==> src/rtl/grid_pkg.sv <==
// grid_pkg: shared grid geometry, address widths, command/direction codes and writer states
package grid_pkg;
  localparam int GRID_W = 20;
  localparam int GRID_H = 20;
  localparam int CELL_W = 32;
  localparam int CELL_H = 17;
  localparam int ORG_X  = 112;
  localparam int ORG_Y  = 39;
  localparam int DATA_W = 4;
  localparam int AW     = 5;
  localparam int PW     = 11;
  typedef enum logic [1:0] {OP_SET, OP_MOVE, OP_WRITE, OP_FILL} op_e;
  typedef enum logic [1:0] {DIR_RIGHT, DIR_LEFT, DIR_DOWN, DIR_UP} dir_e;
  typedef enum logic [1:0] {ST_IDLE, ST_WRITE, ST_FILL} state_e;
endpackage

==> src/rtl/grid_writer_if.sv <==
// grid_writer_if: command channel (valid/ready) and grid RAM write channel (en/ready)
// master: command source / RAM side (drives cmd_*, wr_ready)
// slave : grid_writer side (drives cmd_ready, wr_en, wr_grid_x/y, wr_data)
interface grid_writer_if;
  import grid_pkg::*;
  logic              cmd_valid;
  logic              cmd_ready;
  logic [1:0]        cmd_op;
  logic [AW-1:0]     cmd_x;
  logic [AW-1:0]     cmd_y;
  logic [1:0]        cmd_dir;
  logic [DATA_W-1:0] cmd_data;
  logic              wr_en;
  logic              wr_ready;
  logic [AW-1:0]     wr_grid_x;
  logic [AW-1:0]     wr_grid_y;
  logic [DATA_W-1:0] wr_data;
  modport master (
    output cmd_valid, cmd_op, cmd_x, cmd_y, cmd_dir, cmd_data, wr_ready,
    input  cmd_ready, wr_en, wr_grid_x, wr_grid_y, wr_data
  );
  modport slave (
    input  cmd_valid, cmd_op, cmd_x, cmd_y, cmd_dir, cmd_data, wr_ready,
    output cmd_ready, wr_en, wr_grid_x, wr_grid_y, wr_data
  );
endinterface

==> src/rtl/grid_to_pixel.sv <==
// grid_to_pixel: combinational cell -> pixel-origin mapping
// i_grid_x/y: cell coordinates; o_pix_x/y: pixel of the cell's top-left corner
module grid_to_pixel
  import grid_pkg::*;
(
  input  logic [AW-1:0] i_grid_x,
  input  logic [AW-1:0] i_grid_y,
  output logic [PW-1:0] o_pix_x,
  output logic [PW-1:0] o_pix_y
);
  assign o_pix_x = PW'(ORG_X) + PW'(CELL_W) * PW'(i_grid_x);
  assign o_pix_y = PW'(ORG_Y) + PW'(CELL_H) * PW'(i_grid_y);
endmodule

==> src/rtl/grid_writer.sv <==
// grid_writer: grid cursor plus single-cell / whole-grid writes to the grid RAM write port
// clk, rst_n    : clock, asynchronous active-low reset
// bus (slave)   : command channel in, grid RAM write channel out
// o_cur_grid_x/y: cursor cell; o_cur_pix_x/y: registered pixel origin of cursor cell
// o_fill_done   : one-cycle pulse after the last FILL write
// Optional: define GRID_FILL_EN to build the FILL sweep; otherwise op 3 is a no-op.
module grid_writer
  import grid_pkg::*;
(
  input  logic          clk,
  input  logic          rst_n,
  grid_writer_if.slave  bus,
  output logic [AW-1:0] o_cur_grid_x,
  output logic [AW-1:0] o_cur_grid_y,
  output logic [PW-1:0] o_cur_pix_x,
  output logic [PW-1:0] o_cur_pix_y,
  output logic          o_fill_done
);
  localparam logic [AW-1:0] XMAX = AW'(GRID_W - 1);
  localparam logic [AW-1:0] YMAX = AW'(GRID_H - 1);
  state_e            r_state, w_state;
  logic [AW-1:0]     r_cur_x, r_cur_y, w_cur_x, w_cur_y;
  logic [AW-1:0]     r_wr_x, r_wr_y, w_wr_x, w_wr_y;
  logic [DATA_W-1:0] r_wr_data, w_wr_data;
  logic              r_wr_en, w_wr_en;
  logic [PW-1:0]     r_pix_x, r_pix_y, w_pix_x, w_pix_y;
`ifdef GRID_FILL_EN
  logic              r_fill_done, w_fill_done;
`endif
  // pixel origin is computed from the next cursor so it lands on the same edge
  grid_to_pixel u_g2p (
    .i_grid_x (w_cur_x),
    .i_grid_y (w_cur_y),
    .o_pix_x  (w_pix_x),
    .o_pix_y  (w_pix_y)
  );
  always_comb begin
    w_state   = r_state;
    w_cur_x   = r_cur_x;
    w_cur_y   = r_cur_y;
    w_wr_en   = r_wr_en;
    w_wr_x    = r_wr_x;
    w_wr_y    = r_wr_y;
    w_wr_data = r_wr_data;
`ifdef GRID_FILL_EN
    w_fill_done = 1'b0;
`endif
    case (r_state)
      ST_IDLE: if (bus.cmd_valid) begin
        case (bus.cmd_op)
          OP_SET: begin
            w_cur_x = (bus.cmd_x > XMAX) ? XMAX : bus.cmd_x;
            w_cur_y = (bus.cmd_y > YMAX) ? YMAX : bus.cmd_y;
          end
          OP_MOVE: begin
            w_cur_x = (bus.cmd_dir == DIR_RIGHT) ? ((r_cur_x == XMAX) ? '0 : r_cur_x + 1'b1) :
                      (bus.cmd_dir == DIR_LEFT)  ? ((r_cur_x == '0) ? XMAX : r_cur_x - 1'b1) : r_cur_x;
            w_cur_y = (bus.cmd_dir == DIR_DOWN)  ? ((r_cur_y == YMAX) ? '0 : r_cur_y + 1'b1) :
                      (bus.cmd_dir == DIR_UP)    ? ((r_cur_y == '0) ? YMAX : r_cur_y - 1'b1) : r_cur_y;
          end
          OP_WRITE: begin
            w_state   = ST_WRITE;
            w_wr_en   = 1'b1;
            w_wr_x    = r_cur_x;
            w_wr_y    = r_cur_y;
            w_wr_data = bus.cmd_data;
          end
`ifdef GRID_FILL_EN
          OP_FILL: begin
            w_state   = ST_FILL;
            w_wr_en   = 1'b1;
            w_wr_x    = '0;
            w_wr_y    = '0;
            w_wr_data = bus.cmd_data;
          end
`endif
          default: ;
        endcase
      end
      ST_WRITE: if (bus.wr_ready) begin
        w_state = ST_IDLE;
        w_wr_en = 1'b0;
      end
`ifdef GRID_FILL_EN
      // the write address doubles as the sweep counter, X fastest
      ST_FILL: if (bus.wr_ready) begin
        if (r_wr_x == XMAX && r_wr_y == YMAX) begin
          w_state     = ST_IDLE;
          w_wr_en     = 1'b0;
          w_fill_done = 1'b1;
        end else begin
          w_wr_x = (r_wr_x == XMAX) ? '0 : r_wr_x + 1'b1;
          w_wr_y = (r_wr_x == XMAX) ? r_wr_y + 1'b1 : r_wr_y;
        end
      end
`endif
      default: w_state = ST_IDLE;
    endcase
  end
  always_ff @(posedge clk or negedge rst_n) begin
    if (!rst_n) begin
      r_state   <= ST_IDLE;
      r_cur_x   <= '0;
      r_cur_y   <= '0;
      r_wr_en   <= 1'b0;
      r_wr_x    <= '0;
      r_wr_y    <= '0;
      r_wr_data <= '0;
      r_pix_x   <= PW'(ORG_X);
      r_pix_y   <= PW'(ORG_Y);
    end else begin
      r_state   <= w_state;
      r_cur_x   <= w_cur_x;
      r_cur_y   <= w_cur_y;
      r_wr_en   <= w_wr_en;
      r_wr_x    <= w_wr_x;
      r_wr_y    <= w_wr_y;
      r_wr_data <= w_wr_data;
      r_pix_x   <= w_pix_x;
      r_pix_y   <= w_pix_y;
    end
  end
`ifdef GRID_FILL_EN
  always_ff @(posedge clk or negedge rst_n) begin
    if (!rst_n) r_fill_done <= 1'b0;
    else        r_fill_done <= w_fill_done;
  end
  assign o_fill_done = r_fill_done;
`else
  assign o_fill_done = 1'b0;
`endif
  assign bus.cmd_ready = (r_state == ST_IDLE);
  assign bus.wr_en     = r_wr_en;
  assign bus.wr_grid_x = r_wr_x;
  assign bus.wr_grid_y = r_wr_y;
  assign bus.wr_data   = r_wr_data;
  assign o_cur_grid_x  = r_cur_x;
  assign o_cur_grid_y  = r_cur_y;
  assign o_cur_pix_x   = r_pix_x;
  assign o_cur_pix_y   = r_pix_y;
endmodule
==> src/flat_wrapper.sv <==
// flat-port wrapper written by rule: the top's interface ports become plain ports
module grid_writer_flat import grid_pkg::*;
  (clk, rst_n, o_cur_grid_x, o_cur_grid_y, o_cur_pix_x, o_cur_pix_y, o_fill_done, bus_cmd_valid, bus_cmd_op, bus_cmd_x, bus_cmd_y, bus_cmd_dir, bus_cmd_data, bus_wr_ready, bus_cmd_ready, bus_wr_en, bus_wr_grid_x, bus_wr_grid_y, bus_wr_data);
  grid_writer_if bus_i ();
  input  logic clk;
  input  logic rst_n;
  output logic [AW-1:0] o_cur_grid_x;
  output logic [AW-1:0] o_cur_grid_y;
  output logic [PW-1:0] o_cur_pix_x;
  output logic [PW-1:0] o_cur_pix_y;
  output logic o_fill_done;
  input wire logic [$bits(bus_i.cmd_valid)-1:0] bus_cmd_valid;
  input wire logic [$bits(bus_i.cmd_op)-1:0] bus_cmd_op;
  input wire logic [$bits(bus_i.cmd_x)-1:0] bus_cmd_x;
  input wire logic [$bits(bus_i.cmd_y)-1:0] bus_cmd_y;
  input wire logic [$bits(bus_i.cmd_dir)-1:0] bus_cmd_dir;
  input wire logic [$bits(bus_i.cmd_data)-1:0] bus_cmd_data;
  input wire logic [$bits(bus_i.wr_ready)-1:0] bus_wr_ready;
  output wire logic [$bits(bus_i.cmd_ready)-1:0] bus_cmd_ready;
  output wire logic [$bits(bus_i.wr_en)-1:0] bus_wr_en;
  output wire logic [$bits(bus_i.wr_grid_x)-1:0] bus_wr_grid_x;
  output wire logic [$bits(bus_i.wr_grid_y)-1:0] bus_wr_grid_y;
  output wire logic [$bits(bus_i.wr_data)-1:0] bus_wr_data;
  assign bus_i.cmd_valid = bus_cmd_valid;
  assign bus_i.cmd_op = bus_cmd_op;
  assign bus_i.cmd_x = bus_cmd_x;
  assign bus_i.cmd_y = bus_cmd_y;
  assign bus_i.cmd_dir = bus_cmd_dir;
  assign bus_i.cmd_data = bus_cmd_data;
  assign bus_i.wr_ready = bus_wr_ready;
  assign bus_cmd_ready = bus_i.cmd_ready;
  assign bus_wr_en = bus_i.wr_en;
  assign bus_wr_grid_x = bus_i.wr_grid_x;
  assign bus_wr_grid_y = bus_i.wr_grid_y;
  assign bus_wr_data = bus_i.wr_data;
  grid_writer u_core (.clk(clk), .rst_n(rst_n), .bus(bus_i), .o_cur_grid_x(o_cur_grid_x), .o_cur_grid_y(o_cur_grid_y), .o_cur_pix_x(o_cur_pix_x), .o_cur_pix_y(o_cur_pix_y), .o_fill_done(o_fill_done));
endmodule
==> config.mk <==
export PLATFORM = sky130hd
export DESIGN_NAME = grid_writer_flat
export DESIGN_NICKNAME = d
export VERILOG_FILES = /design/src/rtl/grid_pkg.sv /design/src/rtl/grid_writer_if.sv /design/src/rtl/grid_to_pixel.sv /design/src/rtl/grid_writer.sv /design/src/flat_wrapper.sv
export SDC_FILE = /design/constraint.sdc
export NUM_CORES = 1
export LEC_CHECK = 0
export CORE_ASPECT_RATIO = 1.2
export CORE_MARGIN = 10
export CORE_UTILIZATION = 40
export DETAILED_ROUTE_END_ITERATION = 10
export PLACE_DENSITY = 0.73
export SYNTH_ARGS = -nofsm -noshare
export SYNTH_HDL_FRONTEND = slang
export SYNTH_HIERARCHICAL = 1
export SYNTH_SLANG_ARGS = --single-unit
export TNS_END_PERCENT = 5
==> constraint.sdc <==
create_clock -name clk -period 8.7 [get_ports clk]
set_clock_uncertainty 0.05 [all_clocks]
set_input_delay 1.305 -clock clk [delete_from_list [all_inputs] [get_ports clk]]
set_output_delay 1.305 -clock clk [all_outputs]
set_load 0.01 [all_outputs]
## Word-level counts from Yosys, hierarchy flattened

Cells that the tools add are included.
W data, S select, Z words.

- ROM bits: 0
- Register bits after elaboration: 49
- Latch bits: 0
- Memory bits (writable): 0
- Memories: 0
- Word-level logic and storage cells: 62

- Add/subtract/negate cells: 6
- Multiply operators: 1
- Equal/unequal tests: 11
- Magnitude comparators: 2
- Shift-type cells: 0
- Mux-type cells: 24
- Div/mod/pow operators: 0
- Bitwise gates (word level): 0
- Reduce and logical (&&, ||, !) cells: 9

Operator list:

| cell | count |
|---|---|
| $mux W5 | 14 |
| $pmux W5 S2 | 2 |
| $add A6 B10 Y11 const A | 1 |
| $add A7 B10 Y11 const A | 1 |
| $add A5 B1 Y5 const B | 2 |
| $eq A5 B5 Y1 const B | 2 |
| $gt A5 B5 Y1 const B | 2 |
| $logic_not A5 Y1 | 2 |
| $mul A5 B5 Y10 const A | 1 |
| $sub A5 B1 Y5 const B | 2 |
| $eq A2 B1 Y1 const B | 3 |
| $eq A2 B2 Y1 const B | 3 |
| $logic_not A2 Y1 | 3 |
| $mux W2 | 3 |
| $reduce_and A3 Y1 | 2 |
| $ne A2 B2 Y1 const B | 2 |
| $pmux W2 S2 | 1 |
| $reduce_and A4 Y1 | 1 |
| $mux W1 | 3 |
| $ne A2 B1 Y1 const B | 1 |
| $pmux W1 S2 | 1 |
| $reduce_bool A2 Y1 | 1 |

## Logic depth before layout (Yosys ltp)

Gate-level depths: netlist of run 1.

- Depth after elaboration: 9
- Gate-level depth with buffers: 13
- Mapped depth without buffers: 13

## Cells and area by module

Netlist of run 1, hierarchy kept.

Modules (own cells, without submodules):

| module | seq. area each (µm²) | cells each | area each (µm²) | instances |
|---|---|---|---|---|
| grid_writer | 1184.9 | 198 | 2244.7 | 1 |
| grid_to_pixel | 0.0 | 56 | 435.4 | 1 |

## Worst setup path before layout of run 1

No wires, ideal clock.

- Path kind: in2reg
- Start point: in bus_cmd_op[1]
- End point: reg u_core.r_pix_y[8] (netlist: u_core/o_cur_pix_y[8])
- Slack: 4.926 ns
- Buffers on the path: 1
- Setup time: 0.080 ns
- Stages: 11
- Arrival time: 3.644 ns
- Cell sequence: nor3b_1 > clkbuf_1 > nor2_1 > o22ai_1 > inv_1 > ha_1 > ha_1 > fa_1 > a21o_1 > a221oi_2 > xnor2_1

- Word-level cells in the longest chain between the ends: 6
- Elaborated cells on any way between the ends: 7

RTL lines:

| item | RTL line | text |
|---|---|---|
| start, declared | flat_wrapper.sv:13 | `input wire logic [$bits(bus_i.cmd_op)-1:0] bus_cmd_op;` |
| $eq A2 B1 Y1 or $logic_not A2 Y1 (tied branches) | grid_writer.sv:50 | `case (bus.cmd_op)` |
| $pmux W5 S2 (*) | grid_writer.sv:50 |  |
| $mux W5 (*) | grid_writer.sv:49 | `ST_IDLE: if (bus.cmd_valid) begin` |
| $mux W5 (*) | grid_writer.sv:48 | `case (r_state)` |
| via u_core.w_cur_y[2] | grid_writer.sv:22 | `logic [AW-1:0] r_cur_x, r_cur_y, w_cur_x, w_cur_y;` |
| $mul A5 B5 Y10 (*) | grid_to_pixel.sv:12 | `assign o_pix_y = PW'(ORG_Y) + PW'(CELL_H) * PW'(i_grid_y);` |
| $add A6 B10 Y11 (*) | grid_to_pixel.sv:12 |  |
| via u_core.w_pix_y[8] | grid_writer.sv:26 | `logic [PW-1:0] r_pix_x, r_pix_y, w_pix_x, w_pix_y;` |
| end signal, assigned | grid_writer.sv:110 | `r_pix_y <= PW'(ORG_Y);` |
| end signal, assigned | grid_writer.sv:120 | `r_pix_y <= w_pix_y;` |
| end, declared | grid_writer.sv:26 |  |

The timed path passes the listed nets; every way through them passes the cells marked *.
A chain may end at the register's enable or synchronous reset.

## Worst setup path in the final report of run 1

- Start point: in bus_cmd_dir[1]
- End point: reg u_core.r_pix_y[8] (netlist: u_core/o_cur_pix_y[8])

- Word-level cells in the longest chain between the ends: 8
- Elaborated cells on any way between the ends: 9

RTL lines:

| item | RTL line | text |
|---|---|---|
| start, declared | flat_wrapper.sv:16 | `input wire logic [$bits(bus_i.cmd_dir)-1:0] bus_cmd_dir;` |
| $eq A2 B2 Y1 | grid_writer.sv:59 | `(bus.cmd_dir == DIR_UP) ? ((r_cur_y == '0) ? YMAX : r_cur_y - 1'b1) : r_cur_y;` |
| $mux W5 | grid_writer.sv:59 |  |
| $mux W5 (*) | grid_writer.sv:58 | `w_cur_y = (bus.cmd_dir == DIR_DOWN) ? ((r_cur_y == YMAX) ? '0 : r_cur_y + 1'b1) :` |
| $pmux W5 S2 (*) | grid_writer.sv:50 |  |
| $mux W5 (*) | grid_writer.sv:49 |  |
| $mux W5 (*) | grid_writer.sv:48 |  |
| via u_core.w_cur_y[2] | grid_writer.sv:22 |  |
| $mul A5 B5 Y10 (*) | grid_to_pixel.sv:12 |  |
| $add A6 B10 Y11 (*) | grid_to_pixel.sv:12 |  |
| via u_core.w_pix_y[8] | grid_writer.sv:26 |  |

Marks and branches as above.

==> impl_metrics.py, run 1 <==
metrics = {
    "finish": {
        "fillCellCount": 600,
        "fin_cells": 401,
        "nets": 354,
        "drive_gt1_share_pct": 12.97,
        "n_antenna_cell": 0,
        "syn_to_final_growth_pct": 29.55,
        "final_util_pct": 53.53,
    },
    "power": {
        "p_int_uw": 613.0,
        "power_leakage_nw": 1.467,
        "clock_power_share_pct": 17.2,
        "pwr_density_cell_nw_per_um2": 271.0,
        "comb_power_share_pct": 45.7,
        "vdd_ir_drop_max_mv": 0.1761,
        "total_power_uw": 940.8,
        "p_switching_uw": 327.8,
        "sw_frac_of_total_pct": 34.84,
        "pwr-share-seq_pct": 37.1,
    },
    "drt": {
        "maxUsedRoutingLayer": "met4",
        "routedLengthMet1_mm": 2.830,
        "met2_length_mm": 3.258,
        "post_drt_wl_per_cell_um": 16.90,
        "vias": 2092,
        "drt_iter0_markers": 140,
        "dr_wl_met3_um": 609,
        "drcViolationCount": 0,
        "antenna_left": 0,
        "viasPerCell": 5.217,
        "drt_wl_total_mm": 6.778,
        "first_pass_iters": 4,
    },
    "sta": {
        "max_freq_mhz": 225.0,
        "worstMarginPinSlew_ns": 0.9983,
        "max_slew_margin_pct": 33.44,
        "holdWs_ns": 0.4626,
        "fin_setup_tns_ns": 0,
        "maxSlewViolCount": 0,
        "fin_crit_ns": 4.444,
        "setup_viol": 0,
        "final_hold_viol_count": 0,
        "min_period_over_period_pct": 51.08,
        "rsz0062_at_grt": "no",
    },
    "place": {
        "gp_congestion": 0.8996,
        "dp_cells": 393,
        "io_buffers": 69,
        "dp_hpwl_mm": 5.021,
    },
    "synthesis": {
        "synth-main-ff-cell": "dfrtp_1",
        "ys_ff_latch": 47,
        "syn_area_um2": 2680,
        "synthDistinctLibCells": 60,
        "yosysSeqAreaShare_pct": 44.21,
        "synth-edff-count": 0,
        "syn_inst": 254,
        "syn-mean-instance-area_um2": 10.55,
        "async_flop_share_pct": 100.0,
        "ys_warn_count": 6,
    },
    "floorplan": {
        "dieArea_um2": 10390,
        "row_count": 32,
        "die_y_um": 109.7,
        "initial_core_util_pct": 41.32,
        "io_pins": 71,
        "core-area_um2": 6486,
        "die_x_um": 94.72,
    },
    "critical_path": {
        "reg2reg_setup_slack_ns": 5.33,
        "r2r_cells": 11,
        "crit_chain": "clkdlybuf4s50_1 -> nor2b_4 -> and4_4 -> nand3b_1 -> o22ai_1 -> inv_1 -> ha_1 -> ha_1 -> fa_1 -> a21o_1 -> a221oi_2 -> xnor2_1",
        "endpoint_kind": "register",
        "startpoint": "bus_cmd_dir[1]",
        "slowest_stage": "clkdlybuf4s50_1",
        "critPathMaxFanout": 17,
        "rr_startpoint": "u_core/o_cur_grid_y[0]",
        "cp.required_ns": 8.87,
        "critPathKind": "input pin to register",
        "cp-start-kind": "input pin",
        "max_stage_delay_ns": 0.71,
        "critPathCapture": "u_core/o_cur_pix_y[8]",
        "crit_path_frequent_cell": "ha_1",
        "crit_arrival_ns": 4.62,
        "timing.rr.end": "u_core/o_cur_pix_y[8]",
    },
    "clock_tree": {
        "htreeDepth": 2,
        "insertion_delay_ns": 0.30,
        "cts_buffer_depth": 2,
        "cts_num_sinks": 47,
        "cts_root_buf": "clkbuf_8",
        "cts_resized": 0,
        "cts_buffers": 5,
        "cts_tree": "yes",
        "postCtsSetupRepairBufs": 0,
        "cts.clk_slew.worst_paths_ns": 0.09,
        "cts_hold_buf": 0,
    },
    "flow_run": {
        "maxCapViolations": 0,
    },
    "grt": {
        "grt_usage_pct": 13.08,
        "grt_max_degree": 48,
        "grt-ovfl-total": 0,
        "first_global_vias": 2156,
        "antenna_found_initial": 0,
        "grt_pass1_wl_mm": 10.97,
    },
    "min_path": {
        "holdCritPathClass": "register to register",
        "min_from": "u_core/bus.wr_grid_x[0]",
    },
    "status": {
        "outcome": "finished clean",
    },
}
## synth_stat cells (4+ instances only)
library cell,instances,area (um2)
dfrtp_1,40,1001
inv_1,17,63.81
ha_1,16,200.2
mux2_2,15,168.9
o21ai_0,14,70.07
nor2_1,13,48.80
a21oi_1,12,60.06
nand2_1,9,33.78
nand3_1,8,40.04
buf_4,7,52.55
dfstp_2,7,183.9
xnor2_1,7,61.31
buf_2,5,25.02
nand2b_1,5,31.28
nand4_1,5,31.28
xor2_1,5,43.79
buf_6,4,45.04
nand3b_1,4,30.03
o211ai_1,4,30.03
## sequential cells by signal, summed over array words and instances (netlist names)
signal / flops
u_core/o_cur_pix_y: 11
u_core/bus.wr_grid_x: 5
u_core/o_cur_grid_x: 5
u_core/bus.wr_en: 1
u_core/o_cur_grid_y: 5
u_core/bus.wr_data: 4
u_core/bus.wr_grid_y: 5
u_core/o_cur_pix_x: 11
## per-stage QoR
stage               worst slack [ns]  area (um2)
floorplan                      4.926        2695
global placement               4.094        3357
detailed placement             3.978        3357
CTS                            4.295        3472
global route                   4.068        3472
finish                         4.256        3472
## how the worst min path moves through the flow
stage | slack [ns] | cells after the start | end
global route | 0.48 | 1 | u_core/bus.wr_grid_y[2]
finish | 0.46 | 1 | u_core/bus.wr_grid_x[0]
global placement | 0.44 | 1 | u_core/bus.wr_grid_y[1]
detailed placement | 0.45 | 1 | u_core/bus.wr_data[0]
CTS | 0.47 | 1 | u_core/bus.wr_data[0]
floorplan | 0.50 | 1 | u_core/bus.wr_data[0]
## kinds of logic (layout without fill, tap and decap cells)
logic type	after synthesis	in the layout	synth area share, %
AO/OA/AOI/OAI	56	56	13.68
XOR/XNOR	12	12	3.922
adder cells (fa/ha/maj)	17	17	8.217
AND/OR/NAND/NOR	66	66	15.36
buffers and inverters	37	95	7.516
flip-flops	47	47	44.21
multiplexers	16	16	6.676
other	3	7	0.4201
## layout make-up
class,instances,area [um2],area share [%]
clock buffer,5,68.82,1.982
timing repair buffer,70,693.2,19.96
inverter,17,63.81,1.838
multi-input combinational,174,1309,37.69
tap,85,106.4,3.063
sequential,47,1185,34.13
clock inverter,3,46.29,1.333
## power by group through the flow
stage	Combinational (mW)	Clock [mW]	Sequential (mW)
6_report	0.430	0.162	0.349
3_3_place_gp	0.427	0	0.353
3_5_place_dp	0.431	0	0.355
4_1_cts	0.436	0.169	0.351
2_1_floorplan	0.220	0	0.366
5_1_grt	0.472	0.176	0.360
## worst max-delay path, delay by kind of cell
kind,cells,cell delay (ns)
XOR/XNOR,1,0.16
AND/OR/NAND/NOR,3,0.64
AO/OA/AOI/OAI,3,0.76
adder cells (fa/ha/maj),3,0.96
buffers and inverters,2,0.79
## layer usage
metal / global-route usage (%) / vias to the layer above
met2: 22.10 / 73
met4: 3.319 / 0
met1: 15.22 / 1001
met3: 5.048 / 10
met5: 0 / -
li1: - / 1008
## layout by cell type (no fill, tap or decap), drive strengths merged, types with 2 or more instances in the layout
master / synthesis / routed
a21o: 3 / 3
nand2b: 5 / 5
a32oi: 2 / 2
nand4: 5 / 5
clkbuf: 3 / 5
nor3b: 3 / 3
o211ai: 4 / 4
nand2: 9 / 9
nand3b: 4 / 4
xnor2: 7 / 7
a221oi: 2 / 2
inv: 17 / 18
conb: 3 / 7
a21oi: 12 / 12
clkdlybuf4s50: 0 / 68
o221ai: 2 / 2
dfrtp: 40 / 40
nand3: 8 / 8
mux2: 15 / 15
and3: 2 / 2
nor2: 13 / 13
xor2: 5 / 5
a31oi: 2 / 2
or3b: 2 / 2
and4bb: 2 / 2
buf: 17 / 2
o21ai: 15 / 15
o21a: 3 / 3
nor2b: 2 / 2
dfstp: 7 / 7
ha: 16 / 16
o22ai: 3 / 3
Note: power is estimated with default switching activity, not from simulation.
==> inputs of run 2 (changes only) <==
--- a/config.mk
+++ b/config.mk
@@ -9,7 +9,7 @@
 export CORE_MARGIN = 10
 export CORE_UTILIZATION = 40
 export DETAILED_ROUTE_END_ITERATION = 10
-export PLACE_DENSITY = 0.73
+export PLACE_DENSITY = 0.76
 export SYNTH_ARGS = -nofsm -noshare
 export SYNTH_HDL_FRONTEND = slang
 export SYNTH_HIERARCHICAL = 1
==> constraint.sdc (replaced) <==
create_clock -name clk -period 3.85 [get_ports clk]
set_clock_uncertainty 0.05 [all_clocks]
set_input_delay 0.5775 -clock clk [delete_from_list [all_inputs] [get_ports clk]]
set_output_delay 0.5775 -clock clk [all_outputs]
set_load 0.01 [all_outputs]
==> impl_metrics.py, run 2 (synthesized netlist as in run 1, its figures left out) <==
metrics = {
    "clock_tree": {
        "htreeDepth": 2,
        "cts.clk_slew.worst_paths_ns": 0.09,
        "insertion_delay_ns": 0.29,
        "postCtsSetupRepairBufs": 0,
        "cts_buffer_depth": 2,
        "cts_tree": "yes",
        "cts_hold_buf": 0,
        "cts_buffers": 5,
        "cts_root_buf": "clkbuf_8",
        "cts_resized": 0,
        "cts_num_sinks": 47,
    },
    "drt": {
        "post_drt_wl_per_cell_um": 17.02,
        "viasPerCell": 5.359,
        "drt_iter0_markers": 189,
        "vias": 2181,
        "antenna_left": 0,
        "first_pass_iters": 4,
        "drcViolationCount": 0,
        "drt_wl_total_mm": 6.926,
    },
    "critical_path": {
        "cp.required_ns": 4.02,
        "cp-start-kind": "register",
        "endpoint_kind": "register",
        "crit_arrival_ns": 3.54,
        "critPathMaxFanout": 7,
        "critPathKind": "register to register",
        "r2r_cells": 11,
    },
    "sta": {
        "rsz0062_at_grt": "no",
        "setup_viol": 0,
        "final_hold_viol_count": 0,
        "max_slew_margin_pct": 32.08,
        "maxSlewViolCount": 0,
        "max_freq_mhz": 296.6,
        "fin_setup_tns_ns": 0,
        "min_period_over_period_pct": 87.58,
        "fin_crit_ns": 3.372,
        "worstMarginPinSlew_ns": 1.019,
        "layout_setup_ws_ns": 0.4783,
    },
    "place": {
        "gp_congestion": 0.9536,
        "io_buffers": 69,
        "preCtsSetupSlack_ns": 0.2314,
        "dp_hpwl_mm": 5.300,
    },
    "grt": {
        "grt_pass1_wl_mm": 11.08,
        "first_global_vias": 2208,
        "grt_max_degree": 48,
        "antenna_found_initial": 0,
        "grt_usage_pct": 13.34,
        "grt-ovfl-total": 0,
    },
    "floorplan": {
        "initial_core_util_pct": 41.32,
        "die_y_um": 109.7,
        "row_count": 32,
        "die_x_um": 94.72,
        "core-area_um2": 6486,
        "io_pins": 71,
        "dieArea_um2": 10390,
    },
    "status": {
        "outcome": "finished clean",
    },
    "finish": {
        "layout_common_cells": "clkdlybuf4s50_1 (68), dfrtp_1 (40), inv_1 (17)",
        "syn_to_final_growth_pct": 31.28,
        "drive_gt1_share_pct": 14.60,
        "final_util_pct": 54.24,
        "n_antenna_cell": 0,
        "fillCellCount": 595,
        "nets": 360,
        "final_common_cell": "clkdlybuf4s50_1",
    },
    "flow_run": {
        "maxCapViolations": 0,
    },
    "power": {
        "pwr_density_cell_nw_per_um2": 606.3,
        "power_leakage_nw": 1.499,
        "vdd_ir_drop_max_mv": 0.3252,
    },
    "min_path": {
        "holdCritPathClass": "input pin to async pin",
    },
}
run 2: per-layer routing:
metal	track usage, %	routed length (um)
met5	0	0
met2	22.54	3365
met4	3.747	166
met3	5.525	762
met1	15.14	2631
run 2: power breakdown:
group	switching, mW	internal, mW	total, mW	leakage, nW
clock network	0.166	0.197	0.363	0.0587
logic	0.449	0.530	0.979	0.884
registers	0.126	0.665	0.791	0.556
total	0.741	1.39	2.13	1.50
run 2: layout make-up:
cell class	count	area, um2	share of cell area (%)
Clock buffer	5	68.82	1.956
Clock inverter	3	47.55	1.351
Inverter	17	63.81	1.814
Multi-Input combinational cell	174	1309	37.20
Sequential cell	47	1185	33.68
Tap cell	85	106.4	3.023
Timing Repair Buffer	76	738.2	20.98
run 2: worst max-delay path: stages, from the launching register on:
cell,delay [ns]
dfrtp_1,0.46
inv_1,0.13
ha_1,0.22
or3b_4,0.41
a21oi_1,0.18
o211ai_1,0.10
o22ai_1,0.43
ha_1,0.34
ha_1,0.37
a21o_1,0.23
a221oi_2,0.24
xnor2_1,0.14
run 2: final timing paths:
path                                        start                      to  slack (ns)
hold / removal                              rst_n  u_core/o_cur_grid_y[2]        0.39
setup reg to reg           u_core/o_cur_grid_y[1]   u_core/o_cur_pix_y[8]        0.48
hold reg to reg             u_core/bus.wr_data[0]   u_core/bus.wr_data[0]        0.47
setup / recovery           u_core/o_cur_grid_y[1]   u_core/o_cur_pix_y[8]        0.48
min in group clk            u_core/bus.wr_data[0]   u_core/bus.wr_data[0]        0.47
max in group asynchronous                   rst_n  u_core/o_cur_grid_y[1]        2.72
run 2: stage by stage:
stage | power, mW | instance area [um2] | cells | hold WS [ns]
2_1_floorplan | 1.323 | 2695 | 258 | 0.2319
3_3_place_gp | 1.772 | 3402 | 399 | 0.4401
3_5_place_dp | 1.787 | 3402 | 399 | 0.4468
4_1_cts | 2.164 | 3518 | 407 | 0.4522
5_1_grt | 2.282 | 3518 | 407 | 0.4720
6_report | 2.133 | 3518 | 407 | 0.3897
